[src/rtl/mc_io_pkg.sv]
`default_nettype none
// ============================================================================
// Module   : mc_io_pkg
// Brief    : Shared types and defaults for the operator-panel Wishbone slave.
// Revision : 1.0 - initial release
// ============================================================================
package mc_io_pkg;

    // Default bus geometry and synchroniser depth
    localparam int c_DW_DEFAULT          = 32;
    localparam int c_AW_DEFAULT          = 32;
    localparam int c_SYNC_STAGES_DEFAULT = 2;

    // Panel transaction state
    typedef enum logic [1:0] {
        ST_IDLE    = 2'd0,
        ST_PENDING = 2'd1,
        ST_ACK     = 2'd2
    } mc_state_t;

    // A lever event is any level change between two consecutive samples
    function automatic logic lever_toggled(input logic cur, input logic prev);
        return cur ^ prev;
    endfunction

endpackage
`default_nettype wire

[src/rtl/mc_sync.sv]
`default_nettype none
// ============================================================================
// Module   : mc_sync
// Brief    : Multi-flop synchroniser for asynchronous operator inputs.
//            Every bit passes through STAGES flops; all stages clear on reset.
// Revision : 1.0 - initial release
// ============================================================================
module mc_sync
    import mc_io_pkg::*;
#(
    parameter int WIDTH  = 1,
    parameter int STAGES = c_SYNC_STAGES_DEFAULT
) (
    input  logic             clk,
    input  logic             rst,
    input  logic [WIDTH-1:0] i_d,
    output logic [WIDTH-1:0] o_q
);

    // Stage 0 sits at the asynchronous boundary; the last stage is the output
    logic [STAGES-1:0][WIDTH-1:0] r_stage;

    // Shift the sampled value one stage deeper each clock
    always_ff @(posedge clk or posedge rst) begin
        if (rst) begin
            r_stage <= '0;
        end else begin
            r_stage <= {r_stage[STAGES-2:0], i_d};
        end
    end

    assign o_q = r_stage[STAGES-1];

endmodule
`default_nettype wire

[src/rtl/mc_wb_panel.sv]
`default_nettype none
// ============================================================================
// Module   : mc_wb_panel
// Brief    : Wishbone slave answered by a human operator. A bus request is
//            latched onto the lights; the operator sets the read-data
//            switches and flips the acknowledge lever to complete it. An
//            optional timeout auto-acknowledges with zero data.
// Revision : 1.0 - initial release
// ============================================================================
module mc_wb_panel
    import mc_io_pkg::*;
#(
    parameter int DW          = c_DW_DEFAULT,
    parameter int AW          = c_AW_DEFAULT,
    parameter int SYNC_STAGES = c_SYNC_STAGES_DEFAULT,
    parameter int TIMEOUT     = 0
) (
    input  logic            clk,
    input  logic            i_rst,
    // Wishbone slave port
    input  logic            i_wb_cyc,
    input  logic [AW-1:0]   i_wb_adr,
    input  logic [DW-1:0]   i_wb_dat,
    input  logic [DW/8-1:0] i_wb_sel,
    input  logic            i_wb_we,
    output logic [DW-1:0]   o_wb_rdt,
    output logic            o_wb_ack,
    // Operator switches (asynchronous)
    input  logic [DW-1:0]   i_sw_rdt,
    input  logic            i_sw_ack,
    // Lights
    output logic [AW-1:0]   o_lt_adr,
    output logic [DW-1:0]   o_lt_dat,
    output logic [DW/8-1:0] o_lt_sel,
    output logic            o_lt_we,
    output logic            o_lt_pending,
    output logic            o_timeout
);

    mc_state_t       r_state;
    logic [AW-1:0]   r_lt_adr;
    logic [DW-1:0]   r_lt_dat;
    logic [DW/8-1:0] r_lt_sel;
    logic            r_lt_we;
    logic            r_lt_pending;
    logic            r_ack;
    logic [DW-1:0]   r_rdt;
    logic            r_timeout;

    logic            w_ack_sync;
    logic [DW-1:0]   w_rdt_sync;
    logic            r_ack_dly;
    logic            w_toggle;
    logic            w_pend_entry;
    logic            w_timeout_hit;

    // ------------------------------------------------------------------------
    // Operator input synchronisers
    // ------------------------------------------------------------------------
    mc_sync #(
        .WIDTH  (1),
        .STAGES (SYNC_STAGES)
    ) u_sync_ack (
        .clk (clk),
        .rst (i_rst),
        .i_d (i_sw_ack),
        .o_q (w_ack_sync)
    );

    mc_sync #(
        .WIDTH  (DW),
        .STAGES (SYNC_STAGES)
    ) u_sync_rdt (
        .clk (clk),
        .rst (i_rst),
        .i_d (i_sw_rdt),
        .o_q (w_rdt_sync)
    );

    // One-cycle delayed copy of the synchronised lever for edge detection
    always_ff @(posedge clk or posedge i_rst) begin
        if (i_rst) begin
            r_ack_dly <= 1'b0;
        end else begin
            r_ack_dly <= w_ack_sync;
        end
    end

    // The toggle pulse lasts one cycle whatever state we are in; only the
    // PENDING branch of the FSM acts on it, so events elsewhere simply vanish.
    assign w_toggle     = lever_toggled(w_ack_sync, r_ack_dly);
    assign w_pend_entry = (r_state == ST_IDLE) && i_wb_cyc;

    // ------------------------------------------------------------------------
    // Optional auto-acknowledge timer
    // ------------------------------------------------------------------------
    generate
        if (TIMEOUT > 0) begin : g_timeout
            localparam int                 c_CNT_W    = (TIMEOUT > 1) ? $clog2(TIMEOUT) : 1;
            localparam logic [c_CNT_W-1:0] c_CNT_LAST = c_CNT_W'(TIMEOUT - 1);

            logic [c_CNT_W-1:0] r_cnt;

            // Count PENDING cycles, restarting from zero on every new capture
            always_ff @(posedge clk or posedge i_rst) begin
                if (i_rst) begin
                    r_cnt <= '0;
                end else if (w_pend_entry) begin
                    r_cnt <= '0;
                end else if (r_state == ST_PENDING) begin
                    r_cnt <= r_cnt + c_CNT_W'(1);
                end
            end

            assign w_timeout_hit = (r_state == ST_PENDING) && (r_cnt == c_CNT_LAST);
        end else begin : g_no_timeout
            assign w_timeout_hit = 1'b0;
        end
    endgenerate

    // ------------------------------------------------------------------------
    // Transaction FSM with registered outputs
    // ------------------------------------------------------------------------
    // Capture, wait for the operator (or the timer), then pulse ack once
    always_ff @(posedge clk or posedge i_rst) begin
        if (i_rst) begin
            r_state      <= ST_IDLE;
            r_lt_adr     <= '0;
            r_lt_dat     <= '0;
            r_lt_sel     <= '0;
            r_lt_we      <= 1'b0;
            r_lt_pending <= 1'b0;
            r_ack        <= 1'b0;
            r_rdt        <= '0;
            r_timeout    <= 1'b0;
        end else begin
            r_ack <= 1'b0;
            r_rdt <= '0;
            case (r_state)
                ST_IDLE: begin
                    if (w_pend_entry) begin
                        r_lt_adr     <= i_wb_adr;
                        r_lt_dat     <= i_wb_dat;
                        r_lt_sel     <= i_wb_sel;
                        r_lt_we      <= i_wb_we;
                        r_lt_pending <= 1'b1;
                        r_state      <= ST_PENDING;
                    end
                end
                ST_PENDING: begin
                    // Priority: master abort, then operator lever, then timer
                    if (!i_wb_cyc) begin
                        r_lt_pending <= 1'b0;
                        r_state      <= ST_IDLE;
                    end else if (w_toggle) begin
                        r_lt_pending <= 1'b0;
                        r_ack        <= 1'b1;
                        r_rdt        <= r_lt_we ? '0 : w_rdt_sync;
                        r_state      <= ST_ACK;
                    end else if (w_timeout_hit) begin
                        r_lt_pending <= 1'b0;
                        r_ack        <= 1'b1;
                        r_timeout    <= 1'b1;
                        r_state      <= ST_ACK;
                    end
                end
                ST_ACK: begin
                    r_state <= ST_IDLE;
                end
                default: begin
                    r_lt_pending <= 1'b0;
                    r_state      <= ST_IDLE;
                end
            endcase
        end
    end

    assign o_wb_ack     = r_ack;
    assign o_wb_rdt     = r_rdt;
    assign o_lt_adr     = r_lt_adr;
    assign o_lt_dat     = r_lt_dat;
    assign o_lt_sel     = r_lt_sel;
    assign o_lt_we      = r_lt_we;
    assign o_lt_pending = r_lt_pending;
    assign o_timeout    = r_timeout;

endmodule
`default_nettype wire
[config.mk]
export PLATFORM = sky130hd
export DESIGN_NAME = mc_wb_panel
export DESIGN_NICKNAME = d
export VERILOG_FILES = /design/src/rtl/mc_io_pkg.sv /design/src/rtl/mc_sync.sv /design/src/rtl/mc_wb_panel.sv
export SDC_FILE = /design/constraint.sdc
export NUM_CORES = 1
export LEC_CHECK = 0
export BUFFER_PORTS_ARGS = -buffer_cell sky130_fd_sc_hd__buf_2
export CORE_MARGIN = 4
export CORE_UTILIZATION = 45
export DETAILED_ROUTE_END_ITERATION = 12
export GPL_ROUTABILITY_DRIVEN = 1
export PLACE_DENSITY_LB_ADDON = 0.08
export SLEW_MARGIN = 5
export SYNTH_ARGS = -nofsm -noshare
export SYNTH_HDL_FRONTEND = slang
export SYNTH_SLANG_ARGS = --single-unit
[constraint.sdc]
create_clock -name clk -period 11.6 [get_ports clk]
set_input_delay 2.32 -clock clk [delete_from_list [all_inputs] [get_ports clk]]
set_output_delay 2.32 -clock clk [all_outputs]
set_load 0.005 [all_outputs]
=== Yosys cells after proc, flatten, opt, wreduce, memory -nomap -nowiden ===
Cells that the tools add are included.

* Flip-flop bits (word level): 172
* Bits of input ports: 105
* Output and inout bits: 104

* Bitwise logic cells: 2
* Muxes and demuxes: 15
* Equal/unequal tests: 4
* Reduce and logical (&&, ||, !) cells: 5

{| class="wikitable"
|+ Operators by type and width
! kind !! count
|-
| $mux W32 || 4
|-
| $mux W1 || 6
|-
| $mux W2 || 3
|-
| $pmux W2 S2 || 1
|-
| $reduce_and A2 Y1 || 2
|-
| $ne A3 B3 Y1 const B || 1
|-
| $pmux W1 S3 || 1
|-
| $reduce_and A3 Y1 || 1
|-
| $eq A2 B1 Y1 const B || 1
|-
| $eq A2 B2 Y1 const B || 1
|-
| $logic_not A2 Y1 || 1
|-
| $ne A2 B2 Y1 const B || 1
|-
| $logic_and A1 B1 Y1 || 1
|-
| $not A1 Y1 || 1
|-
| $xor A1 B1 Y1 || 1
|}

=== Depth between registers and ports, before layout ===
* Depth in word-level cells: 4
* Gate-level depth with buffers: 6

=== By module ===
From an unflattened synthesis, not the netlist that was laid out.

* Cell total of the unflattened synthesis: 333
* Area total of the unflattened synthesis: 5,779.3 um^2

{| class="wikitable"
|+ Modules (own cells, without submodules)
! module !! cells each !! times used !! seq. area each (um^2) !! area an instance (um^2)
|-
| mc_wb_panel || 233 || 1 || 2,652.5 || 3,880.0
|-
| mc_sync at u_sync_rdt || 97 || 1 || 1,601.5 || 1,845.5
|-
| mc_sync at u_sync_ack || 3 || 1 || 50.0 || 53.8
|}

=== Least setup slack after synthesis ===
No wires, ideal clock.

* Kind: in2reg
* Start point: in i_wb_cyc
* End point: reg r_lt_adr[31], in the netlist o_lt_adr[31]
* Required time: 11.475 ns
* Library setup time: 0.125 ns
* Path buffers: 3
* Slack: 8.261 ns
* Data arrival time: 3.214 ns
* Stages: 6
* Cells stage by stage: nand2b_1 -> buf_4 -> nor2_8 -> buf_6 -> buf_8 -> mux2_4

* Cells in the longest elaborated chain, start to end: 2

{| class="wikitable"
|+ RTL lines
! what !! RTL line !! source
|-
| start, declared || mc_wb_panel.sv:21 || <nowiki>input logic i_wb_cyc,</nowiki>
|-
| $logic_and A1 B1 Y1 || mc_wb_panel.sv:92 || <nowiki>assign w_pend_entry = (r_state == ST_IDLE) && i_wb_cyc;</nowiki>
|-
| $reduce_and A2 Y1 (no line) || n/a ||
|-
| end signal, assigned || mc_wb_panel.sv:142 || <nowiki>r_lt_adr <= i_wb_adr;</nowiki>
|-
| end, declared || mc_wb_panel.sv:41 || <nowiki>logic [AW-1:0] r_lt_adr;</nowiki>
|}

No other way between the ends.
A chain may end at the register's enable or synchronous reset.

=== Worst setup path after layout ===
* Start point: in i_wb_cyc
* End point: reg r_lt_adr[11], in the netlist o_lt_adr[11]

The elaborated chain is that of the path after synthesis.

==> impl_results.md <==
* Status: completed
* Residual DRC count at 0
* Clock skew at between 0.009 and 0.01 ns
* Initial DRC Count at between 100 and 150
* HP Start: u_sync_rdt.r_stage[24]$_DFF_PP0_
* Multi-input gate area in the final layout at 0.00110 sq mm
* Via/cell ratio at 4.51
* Post-CTS Hold Buffers at 0
* Netlist area before placement at around 0.0055 sq mm
* Main synth FF type: dfrtp_1
* Crit path max-delay cell type: buf_4
* Rel. slew slack at 0.368
* Worst-Margin Slew at 0.948 ns
* Final hold violation count at 0
* Wirelength per Cell at ~15 um
* Postcts setup bufs at 0
* R2R depth at 4
* Critical Path, Cell by Cell: buf_2, nand2b_1, nor2_8, buf_4, mux2_2
* Final Core Density at 0.605
* Via count at between 3000 and 4000
* First-pass GRT wire length at about 17000 um
* Data arrival, critical path at roughly 3.9 ns
* Most common cell in the netlist: dfrtp_1
* Worst R2R Setup Slack at about 9.5 ns
* Hold WS at 0.348 ns
* VDD IR-drop max at roughly 0.13 mV
* Crit path kind: in -> reg
* FFs w/ async S/R, synth at 1.00
* CTS tree: yes
* Leak at between 3 and 4 nW
* Worst Hold Depth at 0
* Fillers at ~960
* Setup ws final at 7.97 ns
* Placed cell count at 643
* Count of different cell masters after synthesis at 20
* Cell area after layout at ~0.0073 sq mm
* Root buf cell: clkbuf_16
* Layout cells sized above 1 at 0.553
* WHS Endpoint: u_sync_rdt.o_q[24]$_DFF_PP0_
* Final slew viol count at 0
* Layout Cells excl Fill at 677
* WP data required at 11.89 ns
* Clock-pin slew on the worst setup and hold paths at 0.06 ns
* Startpoint Class: primary input
* Initial Util at 0.458
* Gp weighted congestion at about 0.73
* Final worst-path cycle share at 0.313
* Vias in the first global route at 3328
* Post-synth EDFFs at 0
* Overflow after GRT at 0
* Pre-antenna DRT Iters at 4
* Chip height at ~120 um
* RSZ-0062 raised after global routing: no
* Cell Pwr Density at 196 mW/mm^2
* Syn Area/Cell at 18.4 sq um
* ANT nets after route at 0
* Dominant cells by area after synthesis: dfrtp_1 (78%), mux2_2 (7.6%), mux2_1 (4.5%)
* Initial antenna violation count at 3
* CTS max path bufs at 2
* # resized after CTS at 0
* Total Wirelength at slightly above 10000 um
* Cell Area, Placed at 0.00665 sq mm
* Synth warn at 0
* Worst flop-to-flop path startpoint: r_state[1]$_DFFE_PP0P_
* Hpwl dp at 6980 um
* Final Power at 1.43 mW
* Dpl ws at ~7.5 ns
* Port Buffers at approximately 210
* I/O Pins at approximately 210
* Max Cap Viol at 0
* H-tree Lvls at 4
* Reg2reg end: o_lt_adr[11]$_DFFE_PP0P_
* Slowest Stage Delay on Critical Path at between 0.7 and 0.8 ns
* Gr usage total at 0.154
* # setup viols final at 0
* Synth Net Count at around 400
* Storage element area at 0.00430 sq mm
* CTS Buf Count at 17
* Die area at 0.0141 sq mm
* Hold Path Class: reg -> reg
* Num rows at 40
* # nets final at 620
* F_max at approximately 280 MHz
* Post-synth top area share at 0.782
* Core Box Area at about 0.012 sq mm
* Register area share after synthesis at 0.782
* Period minus WS final at 3.63 ns
* Top post-synthesis cells by count: dfrtp_1 (172), mux2_2 (37), and2_1 (32), mux2_1 (22), mux2_4 (10)
* Crit path capture type: flip-flop
* Layout area overhead at 32.1%
* #FFs+latches synth at between 150 and 200
* Chip Width at roughly 120 um
* Setup TNS at 0 ns
* Synth area leader: dfrtp_1
* Largest net degree at the start of global routing at approximately 100
* CTS Sinks at roughly 170
* Clk Latency, worst-skew pair at slightly above 0.4 ns
* Crit Path Max Fanout at 69
* Cells after synthesis at 299
==> cell usage in the layout, fill, tap and decap left out, types with 2 or more instances in the layout <==
| master | instances |
|---|---|
| nor2_1 | 2 |
| mux2_1 | 22 |
| bufinv_16 | 3 |
| inv_6 | 5 |
| and2_1 | 32 |
| clkinv_2 | 2 |
| clkinv_4 | 4 |
| dfrtp_1 | 172 |
| buf_2 | 207 |
| mux2_4 | 10 |
| clkbuf_16 | 17 |
| buf_4 | 2 |
| mux2_2 | 37 |
| diode_2 | 2 |
| a21oi_1 | 2 |
==> where the power goes <==
group	switching [mW]	total [mW]	internal (mW)
logic	0.0679	0.160	0.0925
clock network	0.231	0.574	0.343
registers	0.0277	0.692	0.665
==> worst max-delay path by stage <==
stage,slack [ns],end,cells after the start,startpoint
after global placement,7.57,o_wb_rdt[17]$_DFF_PP0_,3,i_rst
after CTS,7.99,u_sync_rdt.o_q[13]$_DFF_PP0_,3,i_rst
after global routing,7.77,u_sync_rdt.r_stage[6]$_DFF_PP0_,3,i_rst
after detailed placement,7.54,u_sync_rdt.r_stage[13]$_DFF_PP0_,3,i_rst
after floorplan,4.62,o_lt_adr[0]$_DFFE_PP0P_,1,i_rst
final,7.97,o_lt_adr[11]$_DFFE_PP0P_,5,i_wb_cyc
==> sequential cells by signal, indices dropped and copies added (netlist names), 2 cells and up <==
signal / cells
o_lt_dat: 32
u_sync_rdt.o_q: 32
o_lt_adr: 32
o_lt_sel: 4
o_wb_rdt: 32
u_sync_rdt.r_stage: 32
r_state: 2
==> layer usage <==
layer  global-route usage  wire length (um)  vias to the layer above  share of wire
met2                0.253              5170                      131           0.51
li1                     -                 -                     1417              -
met1                0.174              3930                     1482           0.38
met4               0.0789               239                        2          0.023
met3               0.0632               848                       18          0.083
met5                    0                20                        -         0.0020
==> final cells by class <==
type                    instances  share of cell area
well taps                     147              0.0253
diodes                          2            0.000688
clock inverters                15              0.0260
flip-flops and latches        172               0.592
inverters                       2             0.00172
clock buffers                  17              0.0585
multi-input cells             113               0.151
repair buffers                209               0.145
==> worst max-delay path: cells and delay by family <==
kind	cells	cell delay, ns
simple gates	2	0.33
mux	1	0.41
buf+inv	2	0.79
==> kinds of logic (layout without fill, tap and decap cells) <==
family,after synthesis,in the layout,share of synthesized area
buffers and inverters,14,243,0.0184
and+or+nand+nor,40,40,0.0475
muxes,69,69,0.148
AOI/OAI and AO/OA,2,2,0.00182
xor gates and xnor gates,1,1,0.00159
other,1,3,0.000681
DFF,172,172,0.782
(Power assumes the default switching activity.)
